**src/rtl/wb_burst_mem_ctrl.sv**
```systemverilog
// rtl/wb_burst_mem_ctrl.sv - Wishbone B4 slave front-end for a single-port one-cycle-latency RAM
// Decodes classic and incrementing bursts; prefetches the next line so bursts run one beat per clock.
module wb_burst_mem_ctrl #(
  parameter int              DW           = 32,
  parameter int              AW           = 32,
  parameter int              MEM_NUM_LINE = 65536,
  parameter logic [AW-1:0]   BASE_ADR     = '0,
  localparam int             LW           = $clog2(MEM_NUM_LINE),
  localparam int             SW           = DW / 8
) (
  input  logic          clk_i,
  input  logic          rst_i,
  input  logic          wb_cyc_i,
  input  logic          wb_stb_i,
  input  logic          wb_we_i,
  input  logic [AW-1:0] wb_adr_i,
  input  logic [DW-1:0] wb_dat_i,
  input  logic [SW-1:0] wb_sel_i,
  input  logic [2:0]    wb_cti_i,
  input  logic [1:0]    wb_bte_i,
  output logic [DW-1:0] wb_dat_o,
  output logic          wb_ack_o,
  output logic          wb_err_o,
  output logic          ram_en_o,
  output logic [SW-1:0] ram_we_o,
  output logic [LW-1:0] ram_adr_o,
  output logic [DW-1:0] ram_dat_o,
  input  logic [DW-1:0] ram_dat_i
);

  localparam int       BW      = $clog2(SW);
  localparam bit [2:0] CTI_INC = 3'b010;
  localparam bit [2:0] CTI_EOB = 3'b111;

  typedef enum logic [2:0] {
    IDLE    = 3'd0,
    CLASSIC = 3'd1,
    BURST   = 3'd2,
    STALL   = 3'd3,
    ERR     = 3'd4
  } state_t;

  state_t        state_q, state_d;
  logic [LW-1:0] adr_q, adr_d;
  logic          ack_q, ack_d;
  logic          err_q, err_d;

  logic [AW-1:0] req_off;
  logic [AW-1:0] req_word;
  logic [LW-1:0] req_idx;
  logic          req_oor;

  logic [LW-1:0] adr_inc;
  logic [LW-1:0] adr_nxt;
  logic          nxt_oor;

  logic          ram_en;
  logic [SW-1:0] ram_we;
  logic [LW-1:0] ram_adr;
  logic [DW-1:0] ram_wdat;

  // Anything below BASE_ADR wraps to a huge word index and is caught as out of range.
  assign req_off  = wb_adr_i - BASE_ADR;
  assign req_word = req_off >> BW;
  assign req_idx  = req_word[LW-1:0];
  assign req_oor  = |req_word[AW-1:LW];

  // Wrapping bursts only advance the low index bits, so they can never leave the RAM.
  always_comb begin
    adr_inc = adr_q + LW'(1);
    adr_nxt = adr_q;
    nxt_oor = 1'b0;
    case (wb_bte_i)
      2'b00: begin
        adr_nxt = adr_inc;
        nxt_oor = (adr_q == {LW{1'b1}});
      end
      2'b01:   adr_nxt[1:0] = adr_inc[1:0];
      2'b10:   adr_nxt[2:0] = adr_inc[2:0];
      default: adr_nxt[3:0] = adr_inc[3:0];
    endcase
  end

  always_comb begin
    state_d  = state_q;
    adr_d    = adr_q;
    ack_d    = 1'b0;
    err_d    = 1'b0;
    ram_en   = 1'b0;
    ram_we   = '0;
    ram_adr  = '0;
    ram_wdat = '0;
    if (!wb_cyc_i) begin
      state_d = IDLE;
    end else begin
      case (state_q)
        IDLE: begin
          if (wb_stb_i) begin
            if (req_oor) begin
              err_d   = 1'b1;
              state_d = ERR;
            end else begin
              adr_d   = req_idx;
              ack_d   = 1'b1;
              state_d = (wb_cti_i == CTI_INC) ? BURST : CLASSIC;
              if (!wb_we_i) begin
                ram_en  = 1'b1;
                ram_adr = req_idx;
              end
            end
          end
        end
        CLASSIC: begin
          state_d = IDLE;
          if (wb_stb_i && wb_we_i) begin
            ram_en   = 1'b1;
            ram_we   = wb_sel_i;
            ram_adr  = adr_q;
            ram_wdat = wb_dat_i;
          end
        end
        BURST: begin
          if (wb_stb_i) begin
            if (wb_we_i) begin
              ram_en   = 1'b1;
              ram_we   = wb_sel_i;
              ram_adr  = adr_q;
              ram_wdat = wb_dat_i;
            end
            if (wb_cti_i == CTI_EOB) begin
              state_d = IDLE;
            end else if (nxt_oor) begin
              err_d   = 1'b1;
              state_d = ERR;
            end else begin
              adr_d = adr_nxt;
              ack_d = 1'b1;
              if (!wb_we_i) begin
                ram_en  = 1'b1;
                ram_adr = adr_nxt;
              end
            end
          end else begin
            state_d = STALL;
          end
        end
        STALL: begin
          // The prefetched word was not consumed; fetch it again so no beat is lost.
          if (wb_stb_i) begin
            ack_d   = 1'b1;
            state_d = BURST;
            if (!wb_we_i) begin
              ram_en  = 1'b1;
              ram_adr = adr_q;
            end
          end
        end
        ERR: begin
          if (wb_stb_i) state_d = IDLE;
          else          err_d   = 1'b1;
        end
        default: state_d = IDLE;
      endcase
    end
  end

  always_ff @(posedge clk_i or posedge rst_i) begin
    if (rst_i) begin
      state_q <= IDLE;
      adr_q   <= '0;
      ack_q   <= 1'b0;
      err_q   <= 1'b0;
    end else begin
      state_q <= state_d;
      adr_q   <= adr_d;
      ack_q   <= ack_d;
      err_q   <= err_d;
    end
  end

  // RAM strobes are blanked while reset is held so a reset mid-burst cannot write.
  assign ram_en_o  = ram_en & ~rst_i;
  assign ram_we_o  = ram_we & {SW{~rst_i}};
  assign ram_adr_o = ram_adr & {LW{~rst_i}};
  assign ram_dat_o = ram_wdat & {DW{~rst_i}};

  assign wb_ack_o = ack_q & wb_cyc_i & wb_stb_i;
  assign wb_err_o = err_q & wb_cyc_i & wb_stb_i;
  assign wb_dat_o = wb_ack_o ? ram_dat_i : '0;

endmodule

```
**config.mk**
```make
export PLATFORM = sky130hd
export DESIGN_NAME = wb_burst_mem_ctrl
export DESIGN_NICKNAME = d
export VERILOG_FILES = /design/src/rtl/wb_burst_mem_ctrl.sv
export SDC_FILE = /design/constraint.sdc
export NUM_CORES = 1
export LEC_CHECK = 0
export BUFFER_PORTS_ARGS = -buffer_cell sky130_fd_sc_hd__buf_2
export CAP_MARGIN = 5
export CELL_PAD_IN_SITES_DETAIL_PLACEMENT = 0
export CELL_PAD_IN_SITES_GLOBAL_PLACEMENT = 1
export CORE_MARGIN = 2
export CORE_UTILIZATION = 28
export CTS_BUF_LIST = sky130_fd_sc_hd__clkbuf_4 sky130_fd_sc_hd__clkbuf_8
export CTS_CLUSTER_SIZE = 16
export DETAILED_ROUTE_END_ITERATION = 8
export GPL_ROUTABILITY_DRIVEN = 1
export GPL_TIMING_DRIVEN = 1
export HOLD_SLACK_MARGIN = 0.1
export MAX_ROUTING_LAYER = met4
export PLACE_DENSITY = 0.89
export SYNTH_ARGS = -nofsm -noshare
export SYNTH_HDL_FRONTEND = slang
export SYNTH_SLANG_ARGS = --single-unit
```
**constraint.sdc**
```tcl
create_clock -name clk_i -period 3.25 [get_ports clk_i]
set_clock_uncertainty 0.2 [all_clocks]
set_input_delay 0.65 -clock clk_i [delete_from_list [all_inputs] [get_ports clk_i]]
set_output_delay 0.65 -clock clk_i [all_outputs]
set_load 0.005 [all_outputs]
```
==> impl_summary.txt <==
----------------------------------------------------
[Synth]
  Top FF cell, synth ... sky130_fd_sc_hd__dfrtp_1
  Sequential cell area fraction in the yosys report ... 18.9%
  Count of mapped cells out of synthesis ... 385
  Synthesized area divided by synthesized cell count ... 7.20 sq um
  Cell variety after synth ... 58
  Async set-reset flop share out of synthesis ... 100%
  Net Count, Synth ... 500
  Netlist Area Pre-Place ... 2770 sq um
  Number of synthesized flops with an enable pin ... 0
  Count of yosys warnings during synthesis ... 0
  Number of synthesized register bits ... 21

[Die]
  I/O pin count ... 197
  Chip height ... 104 um
  Core region area ... 9680 sq um
  Cell Rows ... 36
  Starting Density ... 28.6%
  Die outline width ... 104 um
  Overall die area ... 10700 sq um

[Placed design]
  Area of placed instances ... 4060 sq um
  Number of placed instances, taps included ... 719
  Estimated wirelength of the detail-placed design ... 9.41 mm
  Count of port buffers added during placement ... 194
  GPL Wtd Cong ... 0.921

[Critical path]
  Arrival time worst endpoint ... 2.41 ns
  Crit path kind ... input port to primary output
  Worst Setup SP ... wb_adr_i[26]
  Reg2reg start ... adr_q[11]
  Required arrival time at the worst endpoint ... 2.40 ns
  Kind of start point of the critical path ... input port
  Maximum fanout along the worst path ... 4
  Type of destination of the critical path ... primary output

[Final layout]
  Post-layout instance count excluding filler cells ... 726
  Layout cells sized above 1 ... 44.9%
  Design area ... 4220 sq um
  Synthesis-to-layout area growth ... 52.0%
  Final Util ... 43.5%
  Count of filler cells inserted in the layout ... 1022
  Fin nets ... 709
  Inserted Diodes ... 0

[Drt]
  Via count ... 3819
  WL per Instance ... 16.5 um
  Detailed-router iteration count before antenna repair ... 5
  Count of routing violations after the opening detailed-route iteration ... 272
  Remaining design rule violation count ... 0
  Final ANT Viol Nets ... 0
  Via-to-Cell Ratio ... 5.26
  Post-Route WL ... 11.9 mm

[Timing]
  Setup slack after layout ... -0.00575 ns
  Final setup violation count ... 1
  RSZ-0062 raised after global routing ... yes
  Slew HR ... 59.6%
  Max Fclk ... 0.307 GHz
  Smallest hold slack ... 0.201 ns
  Post-route minimum period ... 3.26 ns
  Final Hold Fails ... 0
  Final worst path period share ... 100%
  Max-slew violation count ... 0
  Slew of the pin with the lowest slew margin ... 0.606 ns

[Power]
  P_leak ... 2.22 nW
  Areal power density over the cells ... 143 nW/um^2
  Peak VDD IR ... 0.116 mV

[Global routing]
  GR met1 Demand/Resource ... 26.4%
  Global-route track usage on met2 ... 35.8%
  Maximum number of pins on one net before global-route repair ... 37
  Grt total ovfl ... 0
  First-pass GRT wire length ... 18.2 mm
  Fraction of met3 tracks used by global routing ... 3.71%
  Via count of the first global-routing pass ... 3530
  Global-route usage over all layers ... 21.1%
  Most Used Layer, Global Route ... met2
  Number of antenna violations at the first check in global routing ... 0

[Clock network]
  TritonCTS clock tree ... yes
  Clock buffer count from CTS ... 3
  Maximum count of clock buffers along a single path ... 2
  Number of sinks on the clock net ... 21
  H-tree levels ... 1
  Clock insertion delay at the later pin of the skew report ... 0.28 ns
  Clock slew seen by the registers of the worst setup and hold paths ... 0.09 ns
  Post-CTS Hold Buffers ... 0
  Root buf cell ... sky130_fd_sc_hd__clkbuf_8

[Status]
  Run status ... finished, violations left
  Failing checks ... negative setup slack

[Hold path]
  Class of the most critical hold timing path ... input port to asynchronous set/reset pin

[Flow run]
  MaxCap Viol Count ... 0

----------------------------------------------------
## Yosys cell counts (7+ instances only)
master                      n  area share [%]
sky130_fd_sc_hd__a21oi_1   26             4.7
sky130_fd_sc_hd__a31oi_1   14             3.2
sky130_fd_sc_hd__a32oi_1    7             2.2
sky130_fd_sc_hd__and2_1    74              17
sky130_fd_sc_hd__buf_2     10             1.8
sky130_fd_sc_hd__clkbuf_1  15             2.0
sky130_fd_sc_hd__dfrtp_1   21              19
sky130_fd_sc_hd__inv_1     16             2.2
sky130_fd_sc_hd__nand2_1   27             3.7
sky130_fd_sc_hd__nand3_1   12             2.2
sky130_fd_sc_hd__nand4_1    9             2.0
sky130_fd_sc_hd__nor2_1    25             3.4
sky130_fd_sc_hd__o21ai_0   16             2.9
sky130_fd_sc_hd__o21ai_1    8             1.4
## where the power goes
part | switching, mW | internal, mW
sequential | 0.00113 | 0.263
combinational | 0.0702 | 0.0748
clock | 0.107 | 0.0862
## repair_timing
item                                    4_1_cts  5_1_grt
cloned                                        0        0
endpoints found under the setup margin        2       16
resized for setup                             0       21
buffers inserted                              0        3
hold endpoints to repair                      0        0
pin swaps                                     2       12
## metal layers
layer  vias up  share of wire (%)
li1       1821                  -
met1      1806                 42
met2       175                 50
met3        17                6.8
met4         0                1.5
met5         -                  0
## final timing paths
kind,end,slack (ns),cells after the start
max,ram_adr_o[6],-0.006,8
min,adr_q[8],0.20,3
max reg2reg,adr_q[0],0.81,6
min reg2reg,adr_q[13],0.39,1
max in group asynchronous,adr_q[15],2.47,3
min in group clk_i,adr_q[13],0.39,1
## placed cells by master (no fill, tap or decap), types with 3 or more instances in the layout
cell,instances
sky130_fd_sc_hd__o21ai_1,9
sky130_fd_sc_hd__and4_4,3
sky130_fd_sc_hd__xnor2_1,3
sky130_fd_sc_hd__a211oi_1,6
sky130_fd_sc_hd__buf_4,37
sky130_fd_sc_hd__and4_1,3
sky130_fd_sc_hd__a21oi_1,24
sky130_fd_sc_hd__nand2_1,26
sky130_fd_sc_hd__o31ai_1,3
sky130_fd_sc_hd__nand4_1,9
sky130_fd_sc_hd__inv_1,16
sky130_fd_sc_hd__ha_1,4
sky130_fd_sc_hd__mux2i_1,4
sky130_fd_sc_hd__or4_4,3
sky130_fd_sc_hd__clkbuf_8,3
sky130_fd_sc_hd__and2_1,74
sky130_fd_sc_hd__buf_6,3
sky130_fd_sc_hd__nand3_1,12
sky130_fd_sc_hd__dfrtp_1,21
sky130_fd_sc_hd__nand2b_1,5
sky130_fd_sc_hd__a32oi_1,6
sky130_fd_sc_hd__o21ai_0,15
sky130_fd_sc_hd__a31oi_1,13
sky130_fd_sc_hd__o22ai_1,5
sky130_fd_sc_hd__and3_1,6
sky130_fd_sc_hd__nor2_1,25
sky130_fd_sc_hd__a22oi_1,4
sky130_fd_sc_hd__o21a_1,4
sky130_fd_sc_hd__buf_2,193
## state kept, by name (all words and copies together), names as in the netlist
register  cells
err_q         1
adr_q        16
state_q       3
ack_q         1
## per-stage QoR
step / setup TNS (ns) / total power [mW] / setup slack [ns]
after floorplan: 0 / 0.319 / 0.182
after global placement: -0.0134 / 0.407 / -0.0134
after detailed placement: 0 / 0.411 / 0.00104
after CTS: -0.000226 / 0.603 / -0.000226
after global routing: -0.338 / 0.630 / -0.0790
final: -0.00575 / 0.602 / -0.00575
## layout make-up
| class | instances | area, sq um | share of cell area (%) |
|---|---|---|---|
| multi-input cells | 318 | 2120 | 50.3 |
| repair buffers | 234 | 1300 | 30.8 |
| flip-flops and latches | 21 | 526 | 12.5 |
| well taps | 133 | 166 | 3.95 |
| inverters | 16 | 60.1 | 1.42 |
| clock buffers | 3 | 41.3 | 0.980 |
| clock inverters | 1 | 5.00 | 0.119 |
## critical path, cell delays in order
cell	delay, ns
sky130_fd_sc_hd__buf_6	0.09
sky130_fd_sc_hd__or4_4	0.57
sky130_fd_sc_hd__nor4_4	0.30
sky130_fd_sc_hd__and4b_2	0.31
sky130_fd_sc_hd__buf_6	0.13
sky130_fd_sc_hd__nand2_4	0.05
sky130_fd_sc_hd__a31oi_4	0.18
sky130_fd_sc_hd__buf_2	0.14
## logic make-up after synthesis
family | count (synthesis) | share of synthesized area (%)
and+or+nand+nor | 189 | 40.4
AOI/OAI and AO/OA | 116 | 28.3
DFF | 21 | 18.9
muxes | 4 | 1.44
adders and majority gates | 5 | 2.26
buffers and inverters | 46 | 7.35
xor gates and xnor gates | 4 | 1.26
Note: power is estimated with default switching activity, not from simulation.
